<file path="src/rtl/uart_tx_arbiter_if.sv">
// Byte handshake bundle between the two requesters and the UART transmit arbiter.
// Requesters drive valid/data/last; the arbiter answers with one ready per requester.
interface uart_tx_arbiter_if;
    logic       req0_valid;
    logic [7:0] req0_data;
    logic       req0_last;
    logic       req0_ready;
    logic       req1_valid;
    logic [7:0] req1_data;
    logic       req1_last;
    logic       req1_ready;

    modport master (
        output req0_valid, req0_data, req0_last,
        output req1_valid, req1_data, req1_last,
        input  req0_ready, req1_ready
    );

    modport slave (
        input  req0_valid, req0_data, req0_last,
        input  req1_valid, req1_data, req1_last,
        output req0_ready, req1_ready
    );
endinterface

</file>
<file path="src/rtl/uart_tx_arbiter.sv">
// Two-requester 8N1 UART transmitter with round-robin arbitration, packet lock
// (held until a byte with last=1) and an idle timeout that breaks a stalled lock.
module uart_tx_arbiter #(
    parameter int unsigned DEFAULT_DIV  = 106,
    parameter int unsigned LOCK_TIMEOUT = 4096
) (
    input  logic             clk,
    input  logic             resetn,
    input  logic             cfg_div_we,
    input  logic [15:0]      cfg_div_di,
    output logic [15:0]      cfg_div_do,
    uart_tx_arbiter_if.slave req,
    output logic             ser_tx,
    output logic             busy,
    output logic             grant_id,
    output logic             lock_active
);
    localparam int unsigned     TO_W    = $clog2(LOCK_TIMEOUT + 1);
    localparam logic [TO_W-1:0] TO_LAST = TO_W'(LOCK_TIMEOUT - 1);
    localparam logic [15:0]     DIV_RST = 16'(DEFAULT_DIV);

    typedef enum logic [1:0] {IDLE, START, DATA, STOP} state_t;

    state_t          state_q, state_d;
    logic [15:0]     div_q, div_d, fdiv_q, fdiv_d, cnt_q, cnt_d;
    logic [2:0]      bit_q, bit_d;
    logic [7:0]      sh_q, sh_d;
    logic            grant_q, grant_d, rr_q, rr_d;
    logic            lock_q, lock_d, owner_q, owner_d;
    logic [TO_W-1:0] to_q, to_d;

    logic       elig0, elig1, sel1, rdy0, rdy1, accept, acc_last, owner_valid, bit_end;
    logic [7:0] acc_data;

    // rr_q holds the requester served last; a tie goes to the other one.
    always_comb begin
        elig0       = req.req0_valid && (!lock_q || !owner_q);
        elig1       = req.req1_valid && (!lock_q || owner_q);
        sel1        = (elig0 && elig1) ? !rr_q : elig1;
        rdy0        = resetn && (state_q == IDLE) && elig0 && !sel1;
        rdy1        = resetn && (state_q == IDLE) && elig1 && sel1;
        accept      = rdy0 || rdy1;
        acc_data    = sel1 ? req.req1_data : req.req0_data;
        acc_last    = sel1 ? req.req1_last : req.req0_last;
        owner_valid = owner_q ? req.req1_valid : req.req0_valid;
        bit_end     = (cnt_q == fdiv_q - 16'd1);
    end

    assign req.req0_ready = rdy0;
    assign req.req1_ready = rdy1;
    assign cfg_div_do     = div_q;
    assign busy           = (state_q != IDLE);
    assign grant_id       = grant_q;
    assign lock_active    = lock_q;

    always_comb begin
        state_d = state_q;
        div_d   = div_q;
        fdiv_d  = fdiv_q;
        cnt_d   = cnt_q;
        bit_d   = bit_q;
        sh_d    = sh_q;
        grant_d = grant_q;
        rr_d    = rr_q;
        lock_d  = lock_q;
        owner_d = owner_q;
        to_d    = to_q;
        ser_tx  = 1'b1;

        if (cfg_div_we)
            div_d = (cfg_div_di < 16'd2) ? 16'd2 : cfg_div_di;

        case (state_q)
            IDLE: begin
                if (accept) begin
                    state_d = START;
                    fdiv_d  = div_q;
                    cnt_d   = '0;
                    bit_d   = '0;
                    sh_d    = acc_data;
                    grant_d = sel1;
                    rr_d    = sel1;
                    lock_d  = !acc_last;
                    owner_d = sel1;
                    to_d    = '0;
                end else if (lock_q && !owner_valid) begin
                    // Stalled owner: drop the lock once the idle budget is spent.
                    if (to_q == TO_LAST) begin
                        lock_d = 1'b0;
                        to_d   = '0;
                    end else begin
                        to_d = to_q + TO_W'(1);
                    end
                end
            end
            START: begin
                ser_tx = 1'b0;
                cnt_d  = bit_end ? 16'd0 : cnt_q + 16'd1;
                if (bit_end)
                    state_d = DATA;
            end
            DATA: begin
                ser_tx = sh_q[0];
                cnt_d  = bit_end ? 16'd0 : cnt_q + 16'd1;
                if (bit_end) begin
                    sh_d  = {1'b0, sh_q[7:1]};
                    bit_d = bit_q + 3'd1;
                    if (bit_q == 3'd7)
                        state_d = STOP;
                end
            end
            STOP: begin
                cnt_d = bit_end ? 16'd0 : cnt_q + 16'd1;
                if (bit_end)
                    state_d = IDLE;
            end
            default: state_d = IDLE;
        endcase
    end

    always_ff @(posedge clk) begin
        if (!resetn) begin
            state_q <= IDLE;
            div_q   <= DIV_RST;
            fdiv_q  <= DIV_RST;
            cnt_q   <= '0;
            bit_q   <= '0;
            sh_q    <= '0;
            grant_q <= 1'b0;
            rr_q    <= 1'b1;
            lock_q  <= 1'b0;
            owner_q <= 1'b0;
            to_q    <= '0;
        end else begin
            state_q <= state_d;
            div_q   <= div_d;
            fdiv_q  <= fdiv_d;
            cnt_q   <= cnt_d;
            bit_q   <= bit_d;
            sh_q    <= sh_d;
            grant_q <= grant_d;
            rr_q    <= rr_d;
            lock_q  <= lock_d;
            owner_q <= owner_d;
            to_q    <= to_d;
        end
    end
endmodule

</file>
<file path="src/flat_wrapper.sv">
// flat-port wrapper written by rule: the top's interface ports become plain ports
module uart_tx_arbiter_flat 
#(
    parameter int unsigned DEFAULT_DIV  = 106,
    parameter int unsigned LOCK_TIMEOUT = 4096
)
  (clk, resetn, cfg_div_we, cfg_div_di, cfg_div_do, ser_tx, busy, grant_id, lock_active, req_req0_valid, req_req0_data, req_req0_last, req_req1_valid, req_req1_data, req_req1_last, req_req0_ready, req_req1_ready);
  uart_tx_arbiter_if req_i ();
  input  logic clk;
  input  logic resetn;
  input  logic cfg_div_we;
  input  logic [15:0] cfg_div_di;
  output logic [15:0] cfg_div_do;
  output logic ser_tx;
  output logic busy;
  output logic grant_id;
  output logic lock_active;
  input wire logic [$bits(req_i.req0_valid)-1:0] req_req0_valid;
  input wire logic [$bits(req_i.req0_data)-1:0] req_req0_data;
  input wire logic [$bits(req_i.req0_last)-1:0] req_req0_last;
  input wire logic [$bits(req_i.req1_valid)-1:0] req_req1_valid;
  input wire logic [$bits(req_i.req1_data)-1:0] req_req1_data;
  input wire logic [$bits(req_i.req1_last)-1:0] req_req1_last;
  output wire logic [$bits(req_i.req0_ready)-1:0] req_req0_ready;
  output wire logic [$bits(req_i.req1_ready)-1:0] req_req1_ready;
  assign req_i.req0_valid = req_req0_valid;
  assign req_i.req0_data = req_req0_data;
  assign req_i.req0_last = req_req0_last;
  assign req_i.req1_valid = req_req1_valid;
  assign req_i.req1_data = req_req1_data;
  assign req_i.req1_last = req_req1_last;
  assign req_req0_ready = req_i.req0_ready;
  assign req_req1_ready = req_i.req1_ready;
  uart_tx_arbiter #(.DEFAULT_DIV(DEFAULT_DIV), .LOCK_TIMEOUT(LOCK_TIMEOUT)) u_core (.clk(clk), .resetn(resetn), .cfg_div_we(cfg_div_we), .cfg_div_di(cfg_div_di), .cfg_div_do(cfg_div_do), .req(req_i), .ser_tx(ser_tx), .busy(busy), .grant_id(grant_id), .lock_active(lock_active));
endmodule
</file>
<file path="config.mk">
export PLATFORM = sky130hd
export DESIGN_NAME = uart_tx_arbiter_flat
export DESIGN_NICKNAME = d
export VERILOG_FILES = /design/src/rtl/uart_tx_arbiter_if.sv /design/src/rtl/uart_tx_arbiter.sv /design/src/flat_wrapper.sv
export SDC_FILE = /design/constraint.sdc
export NUM_CORES = 1
export LEC_CHECK = 0
export ABC_CLOCK_PERIOD_IN_PS = 2900
export BUFFER_PORTS_ARGS = -buffer_cell sky130_fd_sc_hd__clkbuf_2
export CORE_ASPECT_RATIO = 1.4
export CORE_MARGIN = 8
export CORE_UTILIZATION = 45
export CTS_BUF_LIST = sky130_fd_sc_hd__clkbuf_2 sky130_fd_sc_hd__clkbuf_4 sky130_fd_sc_hd__clkbuf_8
export CTS_CLUSTER_SIZE = 8
export DETAILED_ROUTE_END_ITERATION = 12
export PLACE_DENSITY_LB_ADDON = 0.1
export SYNTH_ARGS = -nofsm -noshare
export SYNTH_HDL_FRONTEND = slang
export SYNTH_SLANG_ARGS = --single-unit
</file>
<file path="constraint.sdc">
create_clock -name clk -period 2.9 [get_ports clk]
set_input_delay 0.435 -clock clk [delete_from_list [all_inputs] [get_ports clk]]
set_output_delay 0.435 -clock clk [all_outputs]
set_load 0.05 [all_outputs]
</file>
---- After elaboration in Yosys (flattened, before gate mapping) ----
Cells that the tools add are included.
operators by class
  equality and inequality tests ........... 11
  reductions and logical operators ........ 29
  multiplexer cells ....................... 27
  order comparisons ....................... 1
  add/sub/neg operators ................... 4
operator list
  operator                                                number
  two-way mux 16 bit                                      3
  two-way mux 13 bit                                      3
  case mux 16 bit (2 select lines)                        1
  two-way mux 8 bit                                       3
  adder 16 x 1 -> 16 bit (second input constant)          1
  == test 16 bit                                          1
  < comparator 16 x 2 -> 1 bit (second input constant)    1
  case mux 8 bit (2 select lines)                         1
  subtractor 16 x 1 -> 16 bit (second input constant)     1
  adder 13 x 1 -> 13 bit (second input constant)          1
  == test 13 x 12 -> 1 bit (second input constant)        1
  two-way mux 2 bit                                       5
  inequality test 2 x 1 -> 1 bit (second input constant)  5
  logical AND 1 bit                                       9
  case mux 2 bit (4 select lines)                         1
  nonzero test 2 bit                                      4
  zero test 1 bit                                         6
  two-way mux 1 bit                                       6
  two-way mux 3 bit                                       2
  case mux 3 bit (2 select lines)                         1
  AND reduction 3 bit                                     2
  AND reduction 5 bit                                     1
  == test 2 bit (second input constant)                   2
  AND reduction 2 bit                                     2
  other kinds (7)                                         9
storage, ports and cells
  flip-flop bits (word level) ............. 77
  input bits .............................. 39
  word-level logic and storage cells ...... 82

---- Logic depth before layout (Yosys ltp) ----
  depth in word-level cells ............... 10
  mapped depth ............................ 12

---- Worst setup path before layout ----
No wires, ideal clock.
  path type ............................... register to register
  from .................................... register u_core.fdiv_q[2]
  to ...................................... register u_core.cnt_q[2]
  slack ................................... 0.045 ns
  arrival ................................. 2.741 ns
  buffers on the path ..................... 3
  clock period less this slack ............ 2.855 ns
  required time ........................... 2.786 ns
  cell stages (with the launch flop) ...... 12
  cell sequence ........................... dfxtp_1 buf_6 or4_4 buf_6 or4_1 nor3_2 o22ai_1 nor4_2 nand3b_4 buf_6 o21ai_0 a21o_1
on the way
  longest elaborated chain between the ends .. 4
RTL lines
  what                              RTL line                                                               text
  from (decl)                       uart_tx_arbiter.sv:25                                                  logic [15:0] div_q, div_d, fdiv_q, fdiv_d, cnt_q, cnt_d;
  from (signal assigned)            uart_tx_arbiter.sv:137                                                 fdiv_q <= fdiv_d;
  subtractor 16 x 1 -> 16 bit       uart_tx_arbiter.sv:46                                                  bit_end = (cnt_q == fdiv_q - 16'd1);
  == test 16 bit                    uart_tx_arbiter.sv:46
  two-way mux 16 bit                uart_tx_arbiter.sv:98, uart_tx_arbiter.sv:104, uart_tx_arbiter.sv:113
  case mux 16 bit (2 select lines)  uart_tx_arbiter.sv:73                                                  case (state_q)
  to (signal assigned)              uart_tx_arbiter.sv:138                                                 cnt_q <= cnt_d;
  to (decl)                         uart_tx_arbiter.sv:25
Every way passes these cells.
A chain may end at the register's enable or synchronous reset.

---- Final worst setup path ----
  from .................................... register u_core.fdiv_q[0]
  to ...................................... register u_core.bit_q[1]
on the way
  longest elaborated chain between the ends .. 4
RTL lines
  what                                             RTL line                text
  subtractor 16 x 1 -> 16 bit                      uart_tx_arbiter.sv:46
  == test 16 bit                                   uart_tx_arbiter.sv:46
  inequality test 2 x 1 -> 1 bit (no source line)  --
  AND reduction 3 bit (no source line)             --
  to (signal assigned)                             uart_tx_arbiter.sv:139  bit_q <= bit_d;
  to (decl)                                        uart_tx_arbiter.sv:26   logic [2:0] bit_q, bit_d;
Every way passes these cells.

==> impl_metrics.ini <==
[status]
status = complete, no violations

[grt]
grt_usage = 0.1680
antenna_found_initial = 0
grtUsageMet1 = 0.1966
grt-busiest-layer = met2
grt_pass1_vias = 3643
grt_max_degree = 44
grtUsageMet3 = 0.02757
grt_overflow = 0
grt_use_met2 = 0.2979
grt_pass1_wl_microns = 17390

[floorplanning]
dieArea_sq_um = 12790
rows = 42
start_util = 0.4544
coreArea_sq_um = 9301
ioPinCount = 61
die_h_microns = 130.7
die_x_microns = 97.91

[logic_synthesis]
synth_edf_count = 0
synthFlopType = dfxtp_1
yosysWarnings = 0
syn_inst = 494
ys_ff_latch = 77
syn_avg_cell_area_sq_um = 8.556
ys_seq_area_frac = 0.3647
syn-cell-area_sq_um = 4227
async_reset_ff_frac = 0
synth_fp_nets = 543
yosysUniqueCellTypes = 55

[sta]
tightest_slew_ns = 0.6772
slew_headroom = 0.5469
drv_slew = 0
period_minus_slack_ns = 2.818
hold_violations = 0
fin_skew_ns = 0.01138
max_freq_mhz = 354.9
finalCritPeriodShare = 0.9717
setup_viol = 0

[pwr]
power_leakage_nw = 2.208
peakVddDrop_mv = 0.3434
p_per_area_nw_per_um2 = 652.7

[worst_setup_path]
cpMostUsedCell = buf_4
worstPathRequired_ns = 3.15
cp.arrival_ns = 3.06
rr_worst_depth = 10
cp_max_fo = 7
startpoint_type = flip-flop
r2r_slack_ns = 0.08
worstSetupEndpointType = flip-flop
cpPeakStageDelay_ns = 0.56
crit_chain = or4_4 > buf_4 > nor4b_2 > mux2_2 > nand3_1 > or3_4 > buf_4 > o22ai_4 > nor2_1 > o31a_1
crit_family = simple AND/OR/NAND/NOR gates
critPathKind = flip-flop to flip-flop
r2r-start = u_core.fdiv_q[0]
critPathBufInv = 2
r2r-end = u_core.bit_q[1]
slowest_stage = or4_4

[drt]
avgViaCountPerCell = 5.473
drt_iter0_drc = 127
drc_errors = 0
firstDrtPassIters = 4
antenna_left = 0
drt_wl_total_microns = 10630
vias = 3705
wire_per_inst_microns = 15.70

[min_path]
hold_class = input port to flip-flop
holdPathEnd = u_core.cfg_div_do[5]
worst_hold_startpoint = cfg_div_di[5]
min_delay_path_depth = 3

[clocking]
cts_buffers = 9
cts.sinks = 77
clk_transition_reported_paths_ns = 0.08
cts_buffer_depth = 2
htreeDepth = 3
cts_tree = done
clkLatencyLatePin_ns = 0.36
cts-root-buf = clkbuf_8

[finish]
multi_input_area_sq_um = 2615
num_antenna_cells = 0
fin_util = 0.5387
nNetsFinal = 611
fill_cells = 887
final_area_sq_um = 5011
syn_to_final_growth_pct = 18.56
final_cells = 677
drive_above_1_share = 0.2205
layout.area.seq_sq_um = 1548

[place]
placed_cell_area_sq_um = 4652
placed_cells = 654
gp_congestion = 0.8780
dp_hpwl_microns = 7922
port-buffer-count = 60

[flow_run]
cap_violations = 0
-- cells in the mapped netlist, drive strengths merged (2+ instances only) --
cell type | count | area share
clkbuf | 18 | 0.016
and3 | 16 | 0.024
a21o | 7 | 0.012
nor4b | 2 | 0.0056
o31a | 3 | 0.0062
nand4 | 6 | 0.0089
nand2b | 2 | 0.0030
a31oi | 6 | 0.0089
buf | 9 | 0.018
o22ai | 5 | 0.0074
xor2 | 20 | 0.041
or3 | 4 | 0.0059
o21ai | 24 | 0.028
xnor2 | 14 | 0.029
o2bb2ai | 5 | 0.010
a21oi | 9 | 0.011
o22a | 2 | 0.0041
nand3 | 18 | 0.021
nor3b | 6 | 0.011
a21boi | 15 | 0.027
ha | 10 | 0.030
mux2i | 35 | 0.083
and2 | 4 | 0.0059
or4 | 3 | 0.0062
mux2 | 2 | 0.0053
nor4 | 11 | 0.021
dfxtp | 77 | 0.36
nor2b | 22 | 0.033
inv | 15 | 0.013
nor2 | 32 | 0.028
nand2 | 66 | 0.059
o32ai | 3 | 0.0062
nor3 | 10 | 0.013
a211oi | 2 | 0.0036
-- layout by cell type, fill, tap and decap left out, types with 7 or more instances in the layout --
master    synthesis  routed
a21boi_0         15      15
a21o_1            7       7
a21oi_1           9       8
and3_1           16      16
buf_4             1      21
clkbuf_2          1      60
clkbuf_8          0      10
dfxtp_1          77      74
ha_1             10      10
inv_1            15      15
mux2i_1          35      35
nand2_1          66      66
nand3_1          18      18
nor2_1           32      32
nor2b_1          22      22
nor3_1            9       8
nor4_1            9       9
o21ai_0          17      15
o21ai_1           7       9
xnor2_1          14      14
xor2_1           20      20
-- logic make-up after synthesis --
kind of cell,synth area share
buf+inv,0.04766
mux,0.08822
xor+xnor,0.07046
flops,0.3647
compound gates,0.1427
fa+ha+maj,0.02960
simple gates,0.2567
-- what timing repair did --
item	4_1_cts	5_1_grt
gates resized for setup	4	19
buffers inserted	0	5
hold buffers	0	0
setup endpoints to repair	16	22
pin swaps	0	10
cloned	1	1
-- worst max path at each step --
stage	cells after the start	start	to	slack (ns)
finish	10	u_core.fdiv_q[0]	u_core.bit_q[1]	0.08
global route	10	u_core.fdiv_q[0]	u_core.bit_q[2]	-0.04
CTS	8	u_core.fdiv_q[0]	u_core.sh_q[5]	-0.009
detailed placement	7	u_core.fdiv_q[0]	u_core.sh_q[5]	-0.08
global placement	7	u_core.fdiv_q[0]	u_core.sh_q[1]	-0.0001
floorplan	11	u_core.fdiv_q[2]	u_core.cnt_q[2]	0.04
-- state kept, by name, indices dropped and copies added, names as in the netlist --
register            cells
u_core.bit_q            3
u_core.rr_q             1
u_core.cfg_div_do      16
u_core.sh_q             8
u_core.owner_q          1
u_core.to_q            13
u_core.lock_active      1
u_core.state_q          2
u_core.fdiv_q          16
u_core.cnt_q           16
-- per-layer routing --
metal  part of all wire  vias up  routed length, microns
met5                  0        -                       0
met3              0.032       16                     338
met4              0.022        0                     234
met2               0.49       64                    5253
li1                   -     1885                       -
met1               0.45     1740                    4804
-- cell type report --
cell class / instances / share of cell area
clock inverters: 4 / 0.006492
inverters: 15 / 0.01124
clock buffers: 12 / 0.03046
well taps: 110 / 0.02747
multi-input cells: 377 / 0.5218
repair buffers: 82 / 0.09363
flip-flops and latches: 77 / 0.3089
-- worst register-to-register path, delay by kind of cell, from the launching register on --
kind / cells / cell delay, ns
AOI/OAI and AO/OA: 2 / 0.42
DFF: 1 / 0.36
muxes: 1 / 0.20
and+or+nand+nor: 5 / 1.39
buffers and inverters: 2 / 0.33
-- power breakdown --
group,total [W],internal [W],switching [W]
logic,0.00125,0.000451,0.000800
clock network,0.000772,0.000358,0.000414
registers,0.00125,0.00116,0.0000920
-- through the flow --
step / TNS [ns] / hold WS [ns] / setup WS, ns / power (W)
final: 0 / 0.3196 / 0.08207 / 0.003271
after global routing: -0.1110 / 0.3268 / -0.03938 / 0.003465
after CTS: -0.01472 / 0.3118 / -0.009229 / 0.003223
after detailed placement: -0.6637 / 0.4693 / -0.08180 / 0.002429
after global placement: -0.0001077 / 0.4657 / -0.0001077 / 0.002410
after floorplan: 0 / 0.4525 / 0.04476 / 0.002102
Note: power is estimated with default switching activity, not from simulation.
